==> src/rtl/alu_packet_parser_pkg.sv <==
// Shared definitions for the UART packet parser: opcodes, command/state enums, sizes.
package alu_pkg;

    localparam logic [7:0] OP_ECHO = 8'hEC;
    localparam logic [7:0] OP_ADD  = 8'hA0;
    localparam logic [7:0] OP_MUL  = 8'hA1;
    localparam logic [7:0] OP_DIV  = 8'hA2;

    localparam int unsigned HDR_BYTES       = 4;
    localparam int unsigned ALU_PAYLOAD_LEN = 8;

    typedef enum logic [1:0] {
        CMD_ADD = 2'd0,
        CMD_MUL = 2'd1,
        CMD_DIV = 2'd2
    } cmd_op_e;

    typedef enum logic [3:0] {
        S_OP,
        S_RSVD,
        S_LEN_LO,
        S_LEN_HI,
        S_ECHO,
        S_OPA,
        S_OPB,
        S_ISSUE,
        S_DRAIN
    } parser_state_e;

    function automatic logic is_alu_op(input logic [7:0] op);
        return (op == OP_ADD) || (op == OP_MUL) || (op == OP_DIV);
    endfunction

    function automatic cmd_op_e to_cmd_op(input logic [7:0] op);
        case (op)
            OP_MUL:  return CMD_MUL;
            OP_DIV:  return CMD_DIV;
            default: return CMD_ADD;
        endcase
    endfunction

endpackage

==> src/rtl/alu_packet_parser_le_word_assembler.sv <==
// Builds a 32-bit little-endian word from four sequential bytes.
// done_o marks the byte that completes the word.
module le_word_assembler
    import alu_pkg::*;
(
    input  logic        clk_i,
    input  logic        rst_ni,
    input  logic        clr_i,
    input  logic        valid_i,
    input  logic [7:0]  byte_i,
    output logic [31:0] word_o,
    output logic        done_o
);

    logic [1:0] pos_q;

    always_ff @(posedge clk_i or negedge rst_ni) begin
        if (!rst_ni) begin
            word_o <= '0;
            pos_q  <= '0;
        end else if (clr_i) begin
            word_o <= '0;
            pos_q  <= '0;
        end else if (valid_i) begin
            word_o[{pos_q, 3'b000} +: 8] <= byte_i;
            pos_q                        <= pos_q + 2'd1;
        end
    end

    assign done_o = valid_i && !clr_i && (pos_q == 2'd3);

endmodule

==> src/rtl/alu_packet_parser.sv <==
// Framed packet parser between the UART byte stream and the ALU/echo datapath.
// Optional inter-byte timeout enabled by defining PARSER_TIMEOUT_EN.
module alu_packet_parser
    import alu_pkg::*;
#(
    parameter int unsigned MAX_LEN        = 16,
    parameter int unsigned TIMEOUT_CYCLES = 1000000
) (
    input  logic        clk_i,
    input  logic        rst_ni,
    input  logic [7:0]  rx_data_i,
    input  logic        rx_valid_i,
    output logic        rx_ready_o,
    output logic [7:0]  echo_data_o,
    output logic        echo_valid_o,
    input  logic        echo_ready_i,
    output logic [1:0]  cmd_op_o,
    output logic [31:0] cmd_a_o,
    output logic [31:0] cmd_b_o,
    output logic        cmd_valid_o,
    input  logic        cmd_ready_i,
    output logic        err_o
);

    if (MAX_LEN > 65535 || TIMEOUT_CYCLES == 0) begin : g_bad_cfg
        $error("alu_packet_parser: MAX_LEN must fit 16 bits and TIMEOUT_CYCLES must be nonzero");
    end

    parser_state_e state_q;
    cmd_op_e       cmd_op_q;
    logic          run_q;
    logic [7:0]    op_q;
    logic [7:0]    len_lo_q;
    logic [15:0]   cnt_q;
    logic [15:0]   len;
    logic          acc;
    logic          asm_clr;
    logic          a_done;
    logic          b_done;

`ifdef PARSER_TIMEOUT_EN
    localparam int unsigned TO_W = $clog2(TIMEOUT_CYCLES + 1);
    logic [TO_W-1:0] to_cnt_q;
`endif

    // run_q keeps rx_ready_o low while reset is asserted and for the first cycle after.
    always_comb begin
        rx_ready_o = 1'b0;
        if (run_q) begin
            case (state_q)
                S_ECHO:  rx_ready_o = !echo_valid_o || echo_ready_i;
                S_ISSUE: rx_ready_o = 1'b0;
                default: rx_ready_o = 1'b1;
            endcase
        end
    end

    assign acc     = rx_valid_i && rx_ready_o;
    assign len     = {rx_data_i, len_lo_q};
    assign asm_clr = acc && (state_q == S_LEN_HI);

    le_word_assembler u_asm_a (
        .clk_i   (clk_i),
        .rst_ni  (rst_ni),
        .clr_i   (asm_clr),
        .valid_i (acc && (state_q == S_OPA)),
        .byte_i  (rx_data_i),
        .word_o  (cmd_a_o),
        .done_o  (a_done)
    );

    le_word_assembler u_asm_b (
        .clk_i   (clk_i),
        .rst_ni  (rst_ni),
        .clr_i   (asm_clr),
        .valid_i (acc && (state_q == S_OPB)),
        .byte_i  (rx_data_i),
        .word_o  (cmd_b_o),
        .done_o  (b_done)
    );

    assign cmd_op_o = cmd_op_q;

    always_ff @(posedge clk_i or negedge rst_ni) begin
        if (!rst_ni) begin
            state_q      <= S_OP;
            run_q        <= 1'b0;
            op_q         <= '0;
            len_lo_q     <= '0;
            cnt_q        <= '0;
            echo_data_o  <= '0;
            echo_valid_o <= 1'b0;
            cmd_op_q     <= CMD_ADD;
            cmd_valid_o  <= 1'b0;
            err_o        <= 1'b0;
`ifdef PARSER_TIMEOUT_EN
            to_cnt_q     <= '0;
`endif
        end else begin
            run_q <= 1'b1;
            err_o <= 1'b0;
            // A pending echo byte drains regardless of state; a new load below overrides the clear.
            if (echo_valid_o && echo_ready_i) echo_valid_o <= 1'b0;

            case (state_q)
                S_OP: if (acc) begin
                    op_q    <= rx_data_i;
                    state_q <= S_RSVD;
                end
                S_RSVD: if (acc) state_q <= S_LEN_LO;
                S_LEN_LO: if (acc) begin
                    len_lo_q <= rx_data_i;
                    state_q  <= S_LEN_HI;
                end
                S_LEN_HI: if (acc) begin
                    if (op_q == OP_ECHO && len == 16'd0) begin
                        state_q <= S_OP;
                    end else if (op_q == OP_ECHO && len <= 16'(MAX_LEN)) begin
                        cnt_q   <= len - 16'd1;
                        state_q <= S_ECHO;
                    end else if (is_alu_op(op_q) && len == 16'(ALU_PAYLOAD_LEN)) begin
                        state_q <= S_OPA;
                    end else begin
                        err_o   <= 1'b1;
                        cnt_q   <= len - 16'd1;
                        state_q <= (len != 16'd0) ? S_DRAIN : S_OP;
                    end
                end
                S_ECHO: if (acc) begin
                    echo_data_o  <= rx_data_i;
                    echo_valid_o <= 1'b1;
                    if (cnt_q == 16'd0) state_q <= S_OP;
                    else                cnt_q   <= cnt_q - 16'd1;
                end
                S_OPA: if (a_done) state_q <= S_OPB;
                S_OPB: if (b_done) begin
                    cmd_op_q    <= to_cmd_op(op_q);
                    cmd_valid_o <= 1'b1;
                    state_q     <= S_ISSUE;
                end
                S_ISSUE: if (cmd_valid_o && cmd_ready_i) begin
                    cmd_valid_o <= 1'b0;
                    state_q     <= S_OP;
                end
                S_DRAIN: if (acc) begin
                    if (cnt_q == 16'd0) state_q <= S_OP;
                    else                cnt_q   <= cnt_q - 16'd1;
                end
                default: state_q <= S_OP;
            endcase

`ifdef PARSER_TIMEOUT_EN
            if (acc || state_q == S_OP || state_q == S_ISSUE) begin
                to_cnt_q <= '0;
            end else if (to_cnt_q == TO_W'(TIMEOUT_CYCLES)) begin
                to_cnt_q <= '0;
                err_o    <= 1'b1;
                state_q  <= S_OP;
            end else begin
                to_cnt_q <= to_cnt_q + 1'b1;
            end
`endif
        end
    end

endmodule
==> config.mk <==
export PLATFORM = sky130hd
export DESIGN_NAME = alu_packet_parser
export DESIGN_NICKNAME = d
export VERILOG_FILES = /design/src/rtl/alu_packet_parser_pkg.sv /design/src/rtl/alu_packet_parser_le_word_assembler.sv /design/src/rtl/alu_packet_parser.sv
export SDC_FILE = /design/constraint.sdc
export NUM_CORES = 1
export LEC_CHECK = 0
export CAP_MARGIN = 40
export CORE_MARGIN = 1
export CORE_UTILIZATION = 54
export CTS_CLUSTER_SIZE = 40
export DETAILED_ROUTE_END_ITERATION = 16
export HOLD_SLACK_MARGIN = 0.03
export PLACE_DENSITY = 0.85
export SKIP_CTS_REPAIR_TIMING = 1
export SKIP_LAST_GASP = 1
export SYNTH_ARGS = -nofsm -noshare
export SYNTH_HDL_FRONTEND = slang
export SYNTH_SLANG_ARGS = --single-unit
==> constraint.sdc <==
create_clock -name clk_i -period 3.7 [get_ports clk_i]
set_clock_uncertainty 0.2 [all_clocks]
set_input_delay 0.37 -clock clk_i [delete_from_list [all_inputs] [get_ports clk_i]]
set_output_delay 0.37 -clock clk_i [all_outputs]
set_load 0.02 [all_outputs]
==> metrics <==
Worst-Skew Late Latency 530 ps; Vias 5,275; Tcrit/Tclk final 0.899; Power Density 602 mW/mm^2; FF-to-FF Start state_q[1]; crit path kind reg -> reg; Global Route Usage Sum 0.323; Max Root-Sink Buffers 2; setup violators final 0; final hold vios 0; post-layout util 0.725; global route overflow 0; CTS H-tree depth 4; post-route ant nets 0; CP Launch Type flop; CTS buffer count 17; first-pass GRT wire length 27,800 um; RSZ-0062 raised after global routing false; Syn. warnings 0; Worst Setup End Kind flop; Yosys reg bits 118; share of layout cells above drive strength 1 0.144; routed len/inst 22.6 um; FMAX 301 MHz; ant diodes 0; setup TNS 0 ps; Slew headroom 0.426; die height 107 um; DRC violations left 0; initial core utilization 0.565; critical path startpoint state_q[1]; # fillers 703; final number of max-transition violations 0; WP data required 3940 ps; count of different cell masters after synthesis 78; critical path arrival 3570 ps; initial antenna violation count 0; Syn Std Cell Area 0.00591 sq mm; Routability Congestion 0.918; clock-pin slew on the worst setup and hold paths 60 ps; final WL 17,700 um; CP Max Fanout 30; worst hold-check path type in -> async; P&R area growth vs syn 28.3%; I/O pins 91; post-synthesis sequential area ratio 0.499; Post-layout nets 656; Synth Instances 536; drt initial violations 433; root buf cell clkbuf_8; most frequent cells in the layout dfrtp_1, clkdlybuf4s50_1, a22o_1, nor2_1, nand2_1; area of the die 0.0114 sq mm; most common cell after layout, fill and taps aside dfrtp_1; drt via density 6.75; ys flop type dfrtp_1; status completed; Power, Total 4.57 mW; Peak VDD IR 0.000366 V; vias in the first global route 5,124; Post-DP HPWL 11,000 um; Max Cap Viol 0; Final min period 3330 ps; pin count of the biggest net entering global routing 79; clock sink count 118; Worst-Margin Slew 854 ps; std cell rows 37; Die Span X 107 um; Pre-antenna DRT Iters 6; Leak 3.25 nW; Avg Cell Area, Syn 11.0 sq um; input/output buffers 90; Std-Cell Core Area 0.0105 sq mm; CTS tree built; asr flop ratio synth 1.00; Net Count, Synth 560; number of flops mapped to enable cells by yosys 0
[through the flow]
step / instances / hold slack [ps] / worst slack (ps) / area [sq um]
floorplan: 536 / -126 / 475 / 5910
global placement: 747 / 180 / 600 / 6960
detailed placement: 748 / 190 / 507 / 6960
CTS: 780 / -348 / 430 / 7570
global route: 781 / 234 / 150 / 7580
finish: 781 / 191 / 374 / 7580
[path summary, 6_finish.rpt]
check                                    end  slack [ps]  cells past startpoint
max                                cnt_q[14]         370                     10
min                                cnt_q[14]         190                      2
max reg2reg                        cnt_q[14]         370                     10
min reg2reg                   echo_data_o[2]         290                      2
max in group asynchronous  u_asm_b.word_o[1]        2320                      3
min in group clk_i            echo_data_o[2]         290                      2
[cell usage after synthesis (3+ instances only)]
| master | number | share of area |
|---|---|---|
| dfrtp_1 | 118 | 0.50 |
| a22o_1 | 67 | 0.099 |
| nor2_1 | 37 | 0.023 |
| nand2_1 | 30 | 0.019 |
| a21oi_1 | 24 | 0.020 |
| mux2_2 | 22 | 0.042 |
| o21ai_0 | 16 | 0.014 |
| clkbuf_1 | 15 | 0.0095 |
| inv_1 | 15 | 0.0095 |
| nor3_1 | 12 | 0.010 |
| ha_1 | 11 | 0.023 |
| nor4_1 | 10 | 0.011 |
| o21ai_1 | 10 | 0.0085 |
| buf_2 | 9 | 0.0076 |
| a31oi_1 | 8 | 0.0085 |
| nand3_1 | 7 | 0.0059 |
| nand4_1 | 6 | 0.0063 |
| mux2i_1 | 5 | 0.0085 |
| nor3b_1 | 5 | 0.0063 |
| and3_1 | 4 | 0.0042 |
| and4b_1 | 4 | 0.0068 |
| nand2b_1 | 4 | 0.0042 |
| nand3b_1 | 4 | 0.0051 |
| o211ai_1 | 4 | 0.0051 |
| and4_1 | 3 | 0.0044 |
| buf_1 | 3 | 0.0019 |
| buf_6 | 3 | 0.0057 |
| nor2b_1 | 3 | 0.0032 |
| o2111ai_1 | 3 | 0.0044 |
| o21a_1 | 3 | 0.0038 |
| o221ai_1 | 3 | 0.0044 |
| o22ai_1 | 3 | 0.0032 |
| o311ai_1 | 3 | 0.0044 |
| o31ai_1 | 3 | 0.0038 |
| or3_1 | 3 | 0.0032 |
| or4_4 | 3 | 0.0057 |
[area by class of cell]
type / count / area, sq um / share of cell area
clock buffers: 18 / 418 / 0.0551
well taps: 136 / 170 / 0.0224
clock inverters: 14 / 191 / 0.0252
repair buffers: 108 / 1050 / 0.138
inverters: 15 / 56.3 / 0.00742
multi-input cells: 372 / 2750 / 0.362
flip-flops and latches: 118 / 2950 / 0.389
[routing by layer]
layer	part of all wire	wire length, um	track usage	up-vias
li1	-	-	-	2240
met1	0.39	6960	0.437	2616
met2	0.47	8390	0.498	356
met3	0.099	1750	0.0790	63
met4	0.033	579	0.136	0
met5	0	0	0	-
[report_power, final]
part | leakage [nW] | switching (mW) | internal, mW
Combinational | 1.38 | 0.623 | 0.430
Sequential | 1.57 | 0.320 | 1.48
Clock | 0.298 | 0.670 | 1.05
Total | 3.25 | 1.61 | 2.95
[critical path, cell delays in order, from the launching register on]
cell       delay [ps]
dfrtp_1           520
or2_2             440
nor2_8            420
mux2i_1           350
ha_1              280
nor3b_1           290
nand4_1           130
a2bb2oi_1         170
nor3b_1           210
a31oi_1            60
o22ai_1           140
[cell families after synthesis]
logic type / after synthesis / share of synthesized area
flops: 118 / 0.499
xor+xnor: 4 / 0.00720
compound gates: 173 / 0.227
simple gates: 154 / 0.151
mux: 29 / 0.0561
buf+inv: 46 / 0.0356
fa+ha+maj: 11 / 0.0233
other cells: 1 / 0.000634
[flip-flops by register name (all words and copies together), names as in the netlist, 4 cells and up]
signal / flops
cnt_q: 16
u_asm_b.word_o: 32
u_asm_a.word_o: 32
op_q: 8
echo_data_o: 8
state_q: 4
len_lo_q: 8
Note: power is estimated with default switching activity, not from simulation.
